**src/rtl/mem_store_serializer.sv**
```systemverilog
// Serialises one store request (address, 32-bit data, width) onto a byte-wide
// memory write port, least significant byte first, one byte per dclk cycle.
module mem_store_serializer #(
  parameter int ADDR_W      = 32,
  parameter bit CHECK_ALIGN = 1'b1
) (
  input  logic              dclk,
  input  logic              rst,
  input  logic              rdy,
  input  logic              req_i,
  input  logic [ADDR_W-1:0] addr_i,
  input  logic [31:0]       data_i,
  input  logic [1:0]        width_i,
  output logic              busy_o,
  output logic              done_o,
  output logic              err_o,
  output logic [ADDR_W-1:0] addr_mem_o,
  output logic [7:0]        d_mem_o,
  output logic              we_mem_o
);

  // state | meaning
  // IDLE  | waiting for a store request
  // WRITE | driving latched bytes onto the memory port
  typedef enum logic {IDLE, WRITE} state_t;

  state_t            state_q, state_d;
  logic [2:0]        cnt_q, cnt_d;
  logic [2:0]        nbytes_q, nbytes_d;
  logic [31:0]       data_q, data_d;
  logic              busy_q, busy_d;
  logic              done_q, done_d;
  logic              err_q, err_d;
  logic              we_q, we_d;
  logic [ADDR_W-1:0] addr_q, addr_d;
  logic [7:0]        dmem_q, dmem_d;

  logic [2:0]        req_nbytes;
  logic              req_illegal;
  logic [7:0]        next_byte;

  always_comb begin
    case (width_i)
      2'b00:   req_nbytes = 3'd1;
      2'b01:   req_nbytes = 3'd2;
      default: req_nbytes = 3'd4;
    endcase
    req_illegal = (width_i == 2'b11) ||
                  (CHECK_ALIGN && (width_i == 2'b01) && addr_i[0]) ||
                  (CHECK_ALIGN && (width_i == 2'b10) && (addr_i[1:0] != 2'b00));
  end

  // cnt_q indexes the byte to present next; it tops out at 4, never used as an index there
  always_comb begin
    case (cnt_q[1:0])
      2'd1:    next_byte = data_q[15:8];
      2'd2:    next_byte = data_q[23:16];
      2'd3:    next_byte = data_q[31:24];
      default: next_byte = data_q[7:0];
    endcase
  end

  always_comb begin
    state_d  = state_q;
    cnt_d    = cnt_q;
    nbytes_d = nbytes_q;
    data_d   = data_q;
    busy_d   = busy_q;
    done_d   = 1'b0;
    err_d    = 1'b0;
    we_d     = we_q;
    addr_d   = addr_q;
    dmem_d   = dmem_q;
    case (state_q)
      IDLE: begin
        we_d = 1'b0;
        if (req_i) begin
          if (req_illegal) begin
            err_d = 1'b1;
          end else begin
            state_d  = WRITE;
            cnt_d    = 3'd1;
            nbytes_d = req_nbytes;
            data_d   = data_i;
            busy_d   = 1'b1;
            we_d     = 1'b1;
            addr_d   = addr_i;
            dmem_d   = data_i[7:0];
          end
        end
      end
      WRITE: begin
        if (cnt_q == nbytes_q) begin
          state_d = IDLE;
          we_d    = 1'b0;
          busy_d  = 1'b0;
          done_d  = 1'b1;
        end else begin
          addr_d = addr_q + ADDR_W'(1);
          dmem_d = next_byte;
          cnt_d  = cnt_q + 3'd1;
        end
      end
    endcase
  end

  always_ff @(posedge dclk) begin
    if (rst) begin
      state_q  <= IDLE;
      cnt_q    <= 3'd0;
      nbytes_q <= 3'd0;
      data_q   <= 32'd0;
      busy_q   <= 1'b0;
      done_q   <= 1'b0;
      err_q    <= 1'b0;
      we_q     <= 1'b0;
      addr_q   <= '0;
      dmem_q   <= 8'd0;
    end else if (rdy) begin
      state_q  <= state_d;
      cnt_q    <= cnt_d;
      nbytes_q <= nbytes_d;
      data_q   <= data_d;
      busy_q   <= busy_d;
      done_q   <= done_d;
      err_q    <= err_d;
      we_q     <= we_d;
      addr_q   <= addr_d;
      dmem_q   <= dmem_d;
    end
  end

  assign busy_o     = busy_q;
  assign done_o     = done_q;
  assign err_o      = err_q;
  assign we_mem_o   = we_q;
  assign addr_mem_o = addr_q;
  assign d_mem_o    = dmem_q;

endmodule

```
**config.mk**
```make
export PLATFORM = sky130hd
export DESIGN_NAME = mem_store_serializer
export DESIGN_NICKNAME = d
export VERILOG_FILES = /design/src/rtl/mem_store_serializer.sv
export SDC_FILE = /design/constraint.sdc
export NUM_CORES = 1
export LEC_CHECK = 0
export BUFFER_PORTS_ARGS = -buffer_cell sky130_fd_sc_hd__buf_2
export CORE_ASPECT_RATIO = 1.4
export CORE_MARGIN = 4
export CORE_UTILIZATION = 52
export CTS_CLUSTER_DIAMETER = 100
export DETAILED_ROUTE_END_ITERATION = 10
export MAX_ROUTING_LAYER = met4
export PLACE_DENSITY = 0.8
export SETUP_SLACK_MARGIN = 0.3
export SKIP_LAST_GASP = 1
export SYNTH_ARGS = -nofsm -noshare
export SYNTH_HDL_FRONTEND = slang
export SYNTH_SLANG_ARGS = --single-unit
```
**constraint.sdc**
```tcl
create_clock -name dclk -period 2.8 [get_ports dclk]
set_clock_uncertainty 0.2 [all_clocks]
set_input_delay 0 -clock dclk [delete_from_list [all_inputs] [get_ports dclk]]
set_output_delay 0 -clock dclk [all_outputs]
set_load 0.005 [all_outputs]
```
Yosys cells after proc, flatten, opt, wreduce, memory -nomap -nowiden. Index checks and enable logic that the tools add are counted.

Flip-flop bits (word level): 83. Latch bits: 0. Memory bits (writable): 0. ROM bits: 0. Input port bits: 70. Output and inout bits: 44. Word-level logic and storage cells: 63. Memories kept: 0.

Add/subtract/negate cells: 2. $mul: 0. Divide/modulo/power cells: 0. Order comparisons: 0. Eq/ne operators: 11. Shift operators: 0. Multiplexer cells: 28. Bitwise operators: 2. Reductions and logical operators: 10.

Operator list (number): two-way mux 32 bit (3); one-hot mux 32 bit (2 select lines) (1); adder 32 x 1 -> 32 bit (second input constant) (1); two-way mux 8 bit (3); one-hot mux 8 bit (3 select lines) (1); one-hot mux 8 bit (2 select lines) (1); one-hot mux 3 bit (2 select lines) (2); AND reduction 4 bit (3); two-way mux 1 bit (11); two-way mux 3 bit (3); == test 2 bit (second input constant) (4); inequality test 2 bit (second input constant) (3); one-hot mux 1 bit (2 select lines) (3); == test 2 x 1 -> 1 bit (second input constant) (2); adder 3 x 1 -> 3 bit (second input constant) (1); == test 3 bit (1); logical AND 1 bit (2); logical NOT 2 bit (1); logical OR 1 bit (2); inequality test 2 x 1 -> 1 bit (second input constant) (1); inverter 1 bit (2); AND reduction 2 bit (1); nonzero test 2 bit (1).

Logic depth before layout (Yosys ltp).
Depth after elaboration: 7. Depth in mapped cells: 8. Gate-level depth less buffers: 6.

Least setup slack after synthesis. OpenSTA, ideal clock, no wires.

Path kind: reg2reg. From: register addr_q[0] (netlist: addr_mem_o[0]). To: register addr_q[18] (netlist: addr_mem_o[18]). Arrival time: 1.741 ns. Slack: 0.741 ns. Cell stages (with the launch flop): 7. Buffers on the path: 1. Period minus slack after synthesis: 2.059 ns. Cells stage by stage: dfxtp_1 > ha_1 > nand4_4 > nor4_4 > buf_6 > a31oi_1 > o221a_2.

Longest elaborated chain between the ends: 3.

RTL lines: from (decl) (line 35) `logic [ADDR_W-1:0] addr_q, addr_d;`; from (signal assigned) (line 128) `addr_q <= addr_d;`; adder 32 x 1 -> 32 bit (line 99) `addr_d = addr_q + ADDR_W'(1);`; two-way mux 32 bit (line 93) `if (cnt_q == nbytes_q) begin`; one-hot mux 32 bit (2 select lines) (line 74) `case (state_q)`.

Every way passes these cells. The select of a mux whose other input is x is not followed. A chain may end at the register's enable or synchronous reset.

Final worst setup path.
From: input port addr_i[0]. To: register data_q[9].

Longest elaborated chain between the ends: 5. Elaborated cells between the ends (all ways): 7.

RTL lines: from (decl) (line 11) `input logic [ADDR_W-1:0] addr_i,`; nonzero test 2 bit / logical AND 1 bit (equally long branches) (line 50, 49); logical AND 1 bit / logical OR 1 bit (equally long branches) (line 50, 48); logical OR 1 bit * (line 49) `(CHECK_ALIGN && (width_i == 2'b01) && addr_i[0]) ||`; inverter 1 bit (no source line) *; AND reduction 4 bit (no source line) *; to (signal assigned) (line 123) `data_q <= data_d;`; to (decl) (line 30) `logic [31:0] data_q, data_d;`.

Mark *: on every way between the ends. The rest lies on a longest branch, timed or not.

==> results.md <==
* CP Launch Type: input port
* H-tree depth at 3
* Final HPWL DP at around 8.3 mm
* FILL cells at between 500 and 600
* Final worst path period need at between 2000 and 2500 ps
* Rows at 38
* Final setup viols at 0
* Crit. End Element: flop
* Final ANT Viol Nets at 0
* Worst Hold Class: input port to flop
* Power share of the sequential group at between 40% and 50%
* Initial DRT Pass Iterations at 8
* Core area at approximately 7700 µm²
* TritonCTS clock tree: done
* Hold Fails Final Rpt at 0
* Vias in the first global route at roughly 4,600
* Async SR Flop Fraction at 0%
* Storage cell area at ~1700 µm²
* GPL Wtd Cong at around 0.9
* Syn Inst Count at roughly 540
* Fin nets at between 700 and 800
* Place WS at between 500 and 600 ps
* Remaining global-route overflow at 0
* Die H at approximately 110 µm
* DR vias at 4,772
* Setup CP Type: input port to flop
* Initial antenna violation count at 1
* Register bit total from synthesis at 83
* Hold_ws at ~240 ps
* Syn avg cell area at about 7.7 µm²
* Int Pwr at around 0.0019 W
* Clock buffer depth at 2
* Maximum fanout along the worst path at 35
* CTS root buf: clkbuf_8
* Starting Density at around 53%
* Worst-path clk slew at ~90 ps
* Die area at 9380 µm²
* R2r endpoint: data_q[9]
* Slew @ Worst Pin at roughly 670 ps
* Reg2reg start: state_q
* Max cap viols at 0
* CP arrival at roughly 2400 ps
* Hold Crit Depth at 4
* Gate power share at between 10% and 20%
* Clk Latency, worst-skew pair at approximately 350 ps
* PwrDens at 460 nW/µm²
* I/O pins at 114
* Synth top area cells: dfxtp_1 41%, nand2_1 11%, a21oi_1 6.8%
* Port Buffers at 113
* Peak Freq at between 400 and 500 MHz
* Ys Warns at 0
* Fin crit share at 81.6%
* Slew margin rel. at a little under three fifths
* Switching share of total power at between 20% and 30%
* Synth Flop Type: dfxtp_1
* Peak VDD IR at slightly below 0.5 mV
* Chip Width at just over 80 µm
* Slew Viols, Final at 0
* Net count of the mapped netlist at between 600 and 700
* Syn Std Cell Area at ~4100 µm²
* Clock share of power at 37.5%
* Total track usage at roughly 29%
* Area taken by multi-input logic gates at around 2200 µm²
* Reg2reg setup slack at between 500 and 600 ps
* Total Routed Length at about 13 mm
* Leading area contributor after synthesis: dfxtp_1
* Num CTS Buffers at 9
* Pleak at ~2.2 nW
* Sink Count at just over 80
* Iter 0 DRT Violations at roughly 420
* Worst setup margin at between 500 and 600 ps
* WL/cell at between 15 and 20 µm
* RSZ-0062 raised after global routing: no
* DRC viols at 0
* Sink of the worst hold path: data_q[19]
* Pin count of the biggest net entering global routing at 46
* First-pass GRT wire length at between 20 and 25 mm
* Post-synth EDFFs at 0
* Layout cells sized above 1 at between 20% and 30%
* Status: finished clean
* Critical Path RT at 2900 ps
* HP Start: data_i[19]
* Post-synth top area share at about two fifths
* Synth-to-layout area growth at 38.3%
* Library cells used by synthesis at 56
* Seq/Total Area, Yosys at 40.6%
* Sum Neg Setup Slack at 0 ps
* R2r worst-path depth at 6
* Vias/cell at 5.91
* Psw at ~0.00066 W
[worst max path at each step]
stage / start / end / slack, ps / depth (start not counted)
2_1_floorplan: addr_mem_o[0] / addr_mem_o[18] / 740 / 6
3_3_place_gp: addr_mem_o[0] / addr_mem_o[18] / 630 / 6
3_5_place_dp: addr_mem_o[0] / addr_mem_o[16] / 560 / 7
4_1_cts: addr_i[0] / data_q[9] / 310 / 8
5_1_grt: addr_i[0] / data_q[9] / 340 / 8
6_report: addr_i[0] / data_q[9] / 510 / 8
[metal layers]
metal	up-vias	share of wire [%]	track usage [%]	wire length, µm
met5	-	0	-	0
li1	2268	-	-	-
met4	0	3.9	14.8	519
met1	2221	38	31.6	4980
met3	45	6.3	4.73	834
met2	238	52	50.6	6870
[stage by stage]
step	cells	cell area, µm²	total power, W	util (%)
floorplan	535	4100	0.00144	-
global placement	720	4710	0.00156	61.2
detailed placement	720	4710	0.00156	61.2
CTS	807	5650	0.00259	73.3
global route	808	5670	0.00269	73.6
finish	808	5670	0.00260	73.6
[cells by family after synthesis]
| kind of cell | synth area share [%] |
|---|---|
| and+or+nand+nor | 27.3 |
| AOI/OAI and AO/OA | 23.9 |
| DFF | 40.6 |
| buffers and inverters | 5.10 |
| adders and majority gates | 1.53 |
| xor gates and xnor gates | 0.855 |
| muxes | 0.733 |
[worst max-delay path, stage by stage]
cell and delay, ps:
dlygate4sd3_1 550, buf_2 150, a21oi_1 340, o21a_4 290
buf_6 280, nand2_1 80, a21oi_1 120, dlygate4sd3_1 550
[power by group through the flow]
stage               Combinational (W)  Clock [W]  Sequential (W)
floorplan                    0.000151          0         0.00129
global placement             0.000262          0         0.00130
detailed placement           0.000266          0         0.00130
CTS                          0.000342   0.000981         0.00127
global route                 0.000390    0.00102         0.00128
finish                       0.000354   0.000976         0.00127
[placed cells by master, fill, tap and decap left out, types with 10 or more instances in the layout]
master / instances
buf_2: 113
clkbuf_8: 10
a31oi_1: 25
nand2_1: 122
o21ai_0: 24
a21oi_1: 56
nor2_1: 25
nand3_1: 33
buf_4: 12
nand4_1: 13
dfxtp_1: 83
dlygate4sd3_1: 71
[area by class of cell]
cell class | count | area share [%]
flip-flops and latches | 83 | 29.3
multi-input cells | 404 | 39.6
well taps | 100 | 2.21
diodes | 1 | 0.0442
repair buffers | 197 | 24.3
clock inverters | 5 | 1.50
inverters | 7 | 0.464
clock buffers | 11 | 2.50
[state kept, by name, indices dropped and copies added (netlist names)]
signal,flops
cnt_q,3
done_o,1
busy_o,1
we_mem_o,1
d_mem_o,8
nbytes_q,3
err_o,1
addr_mem_o,32
data_q,32
state_q,1
[synth_stat cells (all sizes together), types with 8 or more instances]
cell	count
a21oi	56
a222oi	8
a31oi	26
buf	14
clkbuf	27
dfxtp	83
nand2	122
nand3	33
nand4	14
nor2	27
o21ai	25
[repair_timing]
action	in CTS	in global routing
hold endpoints to repair	80	0
buffers inserted	0	0
gates resized for setup	0	3
setup endpoints to repair	0	1
hold buffers	71	0
No activity file was read; power rests on OpenSTA's default activity.
